===== src/rtl/program_sequencer_dbg.sv =====
// Program sequencer with run/halt/single-step debug control, PC breakpoint and
// a saturating executed-instruction counter.
module program_sequencer_dbg #(
    parameter int PC_W  = 8,
    parameter int CNT_W = 16
) (
    input  logic             clk,
    input  logic             reset_n,
    input  logic             sync_reset,
    input  logic             jmp,
    input  logic             jmp_nz,
    input  logic [3:0]       ir_nibble,
    input  logic             dont_jmp,
    input  logic             halt_req,
    input  logic             step_req,
    input  logic             resume_req,
    input  logic             bp_en,
    input  logic [PC_W-1:0]  bp_addr,
    output logic [PC_W-1:0]  pm_addr,
    output logic [PC_W-1:0]  pc,
    output logic             hold,
    output logic [1:0]       dbg_state,
    output logic [CNT_W-1:0] instr_count,
    output logic [7:0]       from_PS
);

    typedef enum logic [1:0] {
        RUN  = 2'b00,
        HALT = 2'b01,
        STEP = 2'b10
    } dbg_state_t;

    dbg_state_t state;
    logic       bp_armed;
    logic       bp_hit;
    logic       leaving_halt;
    logic [PC_W-1:0] jump_target;

    assign jump_target = PC_W'({ir_nibble, 4'h0});
    assign bp_hit      = bp_en && bp_armed && (pc == bp_addr) && (state == RUN);
    assign hold        = sync_reset ? 1'b0
                                    : ((state == HALT) || bp_hit || ((state == RUN) && halt_req));

    // Any exit from HALT disarms the breakpoint so the trapped instruction can execute.
    assign leaving_halt = (state == HALT) && (sync_reset || resume_req || step_req);

    assign dbg_state = state;
    assign from_PS   = 8'h00;

    always_comb begin
        pm_addr = pc + PC_W'(1);
        if (sync_reset)
            pm_addr = '0;
        else if (hold)
            pm_addr = pc;
        else if (jmp || (jmp_nz && !dont_jmp))
            pm_addr = jump_target;
    end

    always_ff @(posedge clk or negedge reset_n) begin
        if (!reset_n)
            pc <= '0;
        else
            pc <= pm_addr;
    end

    always_ff @(posedge clk or negedge reset_n) begin
        if (!reset_n) begin
            state <= RUN;
        end else if (sync_reset) begin
            state <= RUN;
        end else begin
            case (state)
                RUN:     state <= (bp_hit || halt_req) ? HALT : RUN;
                HALT:    begin
                    if (resume_req)
                        state <= RUN;
                    else if (step_req)
                        state <= STEP;
                    else
                        state <= HALT;
                end
                STEP:    state <= HALT;
                default: state <= RUN;
            endcase
        end
    end

    always_ff @(posedge clk or negedge reset_n) begin
        if (!reset_n)
            bp_armed <= 1'b1;
        else if (leaving_halt)
            bp_armed <= 1'b0;
        else if (pc != bp_addr)
            bp_armed <= 1'b1;
    end

    always_ff @(posedge clk or negedge reset_n) begin
        if (!reset_n)
            instr_count <= '0;
        else if (sync_reset)
            instr_count <= '0;
        else if (!hold && (instr_count != {CNT_W{1'b1}}))
            instr_count <= instr_count + CNT_W'(1);
    end

endmodule


===== config.mk =====
export PLATFORM = sky130hd
export DESIGN_NAME = program_sequencer_dbg
export DESIGN_NICKNAME = d
export VERILOG_FILES = /design/src/rtl/program_sequencer_dbg.sv
export SDC_FILE = /design/constraint.sdc
export NUM_CORES = 1
export LEC_CHECK = 0
export ABC_AREA = 1
export CORE_MARGIN = 1
export CORE_UTILIZATION = 30
export DETAILED_ROUTE_END_ITERATION = 10
export PLACE_DENSITY = 0.64
export SETUP_SLACK_MARGIN = 0.2
export SLEW_MARGIN = 10
export SYNTH_ARGS = -nofsm -noshare
export SYNTH_HDL_FRONTEND = slang
export SYNTH_SLANG_ARGS = --single-unit

===== constraint.sdc =====
create_clock -name clk -period 2.8 [get_ports clk]
set_clock_uncertainty 0.05 [all_clocks]
set_input_delay 0.56 -clock clk [delete_from_list [all_inputs] [get_ports clk]]
set_output_delay 0.56 -clock clk [all_outputs]
set_load 0.05 [all_outputs]

# Yosys cells after proc, flatten, opt, wreduce, memory -nomap -nowiden
# Index checks and enable logic that the tools add are counted.
[op_classes] eq_ne=5 addsub=2 muxes=13 reduce_logical=18
[ops] operator="$mux W16" count=2
[ops] operator="$mux W8" count=3
[ops] operator="$add A16 B1 Y16 const B" count=1
[ops] operator="$ne A16 B16 Y1 const B" count=1
[ops] operator="$add A8 B1 Y8 const B" count=1
[ops] operator="$eq A8 B8 Y1" count=1
[ops] operator="$ne A8 B8 Y1" count=1
[ops] operator="$logic_and A1 B1 Y1" count=7
[ops] operator="$logic_or A1 B1 Y1" count=6
[ops] operator="$mux W2" count=3
[ops] operator="$pmux W2 S3" count=1
[ops] operator="$mux W1" count=4
[ops] operator="$reduce_bool A2 Y1" count=2
[ops] operator="$eq A2 B1 Y1 const B" count=1
[ops] operator="$eq A2 B2 Y1 const B" count=1
[ops] operator="$logic_not A1 Y1" count=2
[ops] operator="$logic_not A2 Y1" count=1
[totals] ff_bits=27 wordCells=42 output_inout_bits=43 in_bits=22

# Depth between registers and ports, before layout
[depth] word_depth=10 mapped_depth=12

# Worst setup path after synthesis
# No wires, ideal clock.
[synth_path] path_kind="register -> output" from="register pc[0]" to="output pm_addr[7]" path_slack_ns=-0.216 stages_incl_launch_ff=11 n_path_buf=1 required_time_ns=2.190 t_arrival_ns=2.406 cell_sequence="dfrtp_1 -> xnor2_1 -> nand2_1 -> nor2_1 -> nand3_2 -> nand2_2 -> nand2_2 -> buf_6 -> inv_2 -> nor2_1 -> nor2_1"
[synth_between] elab_chain_cells=8 word_cells_on_any_way=10 classes_between="add/sub: 1; eq/ne: 1; mux: 4; reduce/logical: 4"
[synth_lines] item="from (decl)" line="20" rtl="output logic [PC_W-1:0] pc,"
[synth_lines] item="from (signal assigned)" line="64" rtl="pc <= pm_addr;"
[synth_lines] item="$eq A8 B8 Y1" line="40" rtl="assign bp_hit = bp_en && bp_armed && (pc == bp_addr) && (state == RUN);"
[synth_lines] item="$logic_and A1 B1 Y1 (2 in a row)" line="40"
[synth_lines] item="$logic_or A1 B1 Y1 (2 in a row)" line="42" rtl=": ((state == HALT) || bp_hit || ((state == RUN) && halt_req));"
[synth_lines] item="$mux W1" line="41" rtl="assign hold = sync_reset ? 1'b0"
[synth_lines] item="named net hold" line="21" rtl="output logic hold,"
[synth_lines] item="$mux W8" line="54" rtl="else if (hold)"
[synth_lines] item="$mux W8" line="52" rtl="if (sync_reset)"
[synth_lines] item="to (decl)" line="19" rtl="output logic [PC_W-1:0] pm_addr,"
# The timed path passes the listed nets, and every way through them passes these cells.

# Final worst setup path
[layout_path] from="input dont_jmp" to="output pm_addr[2]"
[layout_between] elab_chain_cells=6
[layout_lines] item="from (decl)" line="13" rtl="input logic dont_jmp,"
[layout_lines] item="$logic_not A1 Y1" line="56" rtl="else if (jmp || (jmp_nz && !dont_jmp))"
[layout_lines] item="$logic_and A1 B1 Y1" line="56"
[layout_lines] item="$logic_or A1 B1 Y1" line="56"
[layout_lines] item="$mux W8" line="56"
[layout_lines] item="$mux W8" line="54"
[layout_lines] item="$mux W8" line="52"
# No other way between the ends.

==> summary.md <==
| Metric | Value |
|---|---|
| Placed cells | 429 |
| Achievable Freq | 396 MHz |
| Clk slew on worst S/H paths | 0.10 ns |
| Cts hold-fix bufs | 0 |
| Origin of the critical flop-to-flop path | instr_count[0] |
| Critical path type | in -> out |
| Synth Instances | 295 |
| GPL Wtd Cong | 0.822 |
| Die W | 83.5 um |
| Startpoint Class | input pin |
| Chip height | 83.5 um |
| Sequential fraction of the synthesis area | 34.0% |
| Peak supply drop | 0.197 mV |
| Largest net degree at the start of global routing | 28 |
| I/O Buffers | 56 |
| Share of layout cells above drive strength 1 | 22.4% |
| Final Max Tran Viols | 0 |
| Post-layout instance count excluding filler cells | 448 |
| Buffers and inverters on the worst path | 4 |
| CTS sink count | 27 |
| Reg-to-reg setup timing slack | 0.85 ns |
| Pwr Total | 0.00110 W |
| FP Rows | 29 |
| Synth warn | 0 |
| Tmin final | 2.53 ns |
| Mean Syn Cell Area | 6.75 um2 |
| Fill cell count | 606 |
| I/O pins | 65 |
| Final setup viols | 0 |
| Post-DRT Antenna Nets | 0 |
| Diodes inserted | 0 |
| Antenna violations before repair | 0 |
| CTS tree | built |
| CP arrival | 1.92 ns |
| RSZ-0062 raised after global routing | yes |
| Starting density of the core | 31.2% |
| Dpl hpwl | 3870 um |
| Critical path's slowest cell | clkdlybuf4s50_1 |
| Outcome | finished, final reports clean |
| Pre-CTS setup slack | 0.0253 ns |
| Synth Register Bits | 27 |
| Area delta synth->final | 51.7% |
| Setup crit end kind | primary output |
| Clk buf depth | 2 |
| Vias in the first global route | 2009 |
| Period utilization | 90.3% |
| Leakage Power | 1.38 nW |
| WL/cell | 12.3 um |
| Max_cap viols | 0 |
| Clock Root Buffer | clkbuf_8 |
| Initial drt markers | 64 |
| Pre-antenna DRT Iters | 4 |
| Vias | 2121 |
| Worst Tran Pin Value | 0.515 ns |
| EDFF count, synth | 0 |
| Main synth FF type | dfrtp_1 |
| Synthesized cell area | 1990 um2 |
| Post-synth ARST share | 100% |
| Worst setup margin | 0.272 ns |
| Worst Hold Class | reg -> reg |
| Core ar. | 6390 um2 |
| Die area | 6970 um2 |
| Clock Latency Late Sink | 0.27 ns |
| CTS Buf Count | 3 |
| Crit path from | dont_jmp |
| Hold wc startpoint | instr_count[15] |
| Layout Nets | 396 |
| Total gr overflow | 0 |
| Setup TNS Final | 0 ns |
| Hold violation count in the final report | 0 |
| Worst hold slack | 0.458 ns |
| Critical path, cell by cell | clkdlybuf4s50_1 > inv_1 > a21oi_2 > buf_4 > nand2_1 > nor3_1 > nand2_2 > o21ai_4 > buf_12 |
| Power density over the cells | 365 nW/um2 |
| Global-route wire length before repair | 9220 um |
| Remaining DRCs | 0 |
| Synth cell types | 31 |
| Vias per cell | 4.73 |
| Crit path largest cell delay | 0.45 ns |
| H-tree depth | 1 |
| Final WL | 5500 um |
| Crit Path Max Fanout | 5 |
| CP Data Required Time | 2.19 ns |
| Total GRT Usage | 16.1% |
| Critical path's top delay family | buffers and inverters |
| Rel. slew slack | 65.6% |
==> power breakdown <==
part           switching [W]  leakage, nW  internal (W)  total (W)
Sequential         0.0000254        0.353      0.000412   0.000437
Clock               0.000129       0.0228      0.000102   0.000231
Combinational       0.000258         1.00      0.000176   0.000434
Total               0.000412         1.38      0.000690    0.00110
==> metrics by stage <==
stage               utilization (%)  cell area (um2)
floorplan                         -             2030
global placement               42.9             2740
detailed placement             42.9             2740
CTS                            45.3             2900
global route                   47.3             3020
finish                         47.3             3020
==> Yosys cell counts, types with 5 or more instances <==
library cell / count / area share (%)
nor2_1: 44 / 8.3
nand2_1: 93 / 18
a21oi_1: 6 / 1.5
inv_2: 6 / 1.1
inv_1: 26 / 4.9
xor2_1: 7 / 3.1
nor3_1: 6 / 1.5
buf_4: 8 / 3.0
nand3_1: 29 / 7.3
o21ai_0: 5 / 1.3
dfrtp_1: 26 / 33
==> cell type report <==
cell class | count | area, um2 | area share [%]
well taps | 77 | 96.3 | 3.19
multi-input cells | 228 | 1200 | 39.8
inverters | 32 | 126 | 4.18
flip-flops and latches | 27 | 687 | 22.7
repair buffers | 80 | 866 | 28.7
clock buffers | 4 | 45.0 | 1.49
==> worst reg2reg max path: cells and delay by family (launching register included) <==
| kind | cells | cell delay (ns) |
|---|---|---|
| adder cells (fa/ha/maj) | 1 | 0.20 |
| flip-flops | 1 | 0.43 |
| AND/OR/NAND/NOR | 8 | 1.22 |
==> logic make-up after synthesis <==
family | Yosys count | synth area share (%)
buffers and inverters | 47 | 11.9
AO/OA/AOI/OAI | 17 | 5.28
AND/OR/NAND/NOR | 190 | 42.5
adder cells (fa/ha/maj) | 2 | 1.26
other | 1 | 0.188
flip-flops | 27 | 34.0
XOR/XNOR | 11 | 4.84
==> routing by layer <==
metal	global-route usage, %	vias up	share of wire (%)
met5	0	-	0
met4	4.93	0	1.9
met3	2.57	10	4.9
met2	29.3	65	51
met1	19.3	985	42
li1	-	1061	-
==> what timing repair did <==
action / in CTS / in global routing
endpoints found under the setup margin: 9 / 9
gates cloned: 1 / 1
pin swaps: 10 / 14
resized for setup: 24 / 17
hold endpoints to repair: 0 / 0
setup buffers: 3 / 10
==> placed cells by master, fill, tap and decap left out, types with 2 or more instances in the layout <==
cell type,n
nand2_1,90
nor2_1,41
clkdlybuf4s50_1,39
inv_1,25
nand3_1,25
buf_4,19
dfrtp_1,18
buf_12,11
conb_1,8
dfrtp_2,8
xor2_1,7
nand3_2,6
nor3_1,6
inv_2,5
nor2_2,5
a21oi_1,5
clkdlybuf4s15_1,5
nand2_2,4
o21ai_0,4
o21ai_4,4
nor3b_1,4
clkbuf_8,3
xnor2_2,2
xnor2_1,2
nand2_4,2
nand3b_1,2
ha_1,2
clkbuf_2,2
==> flip-flops by register name, summed over array words and instances (netlist names) <==
name,count
pc,8
bp_armed,1
dbg_state,2
instr_count,16
==> final timing paths <==
path                       depth (start not counted)               to
setup / recovery                                   9       pm_addr[2]
hold / removal                                     2  instr_count[15]
setup reg to reg                                   9  instr_count[14]
hold reg to reg                                    2  instr_count[15]
max in group asynchronous                          2         bp_armed
min in group asynchronous                          2            pc[2]
Power figures use the tool's default switching activity.
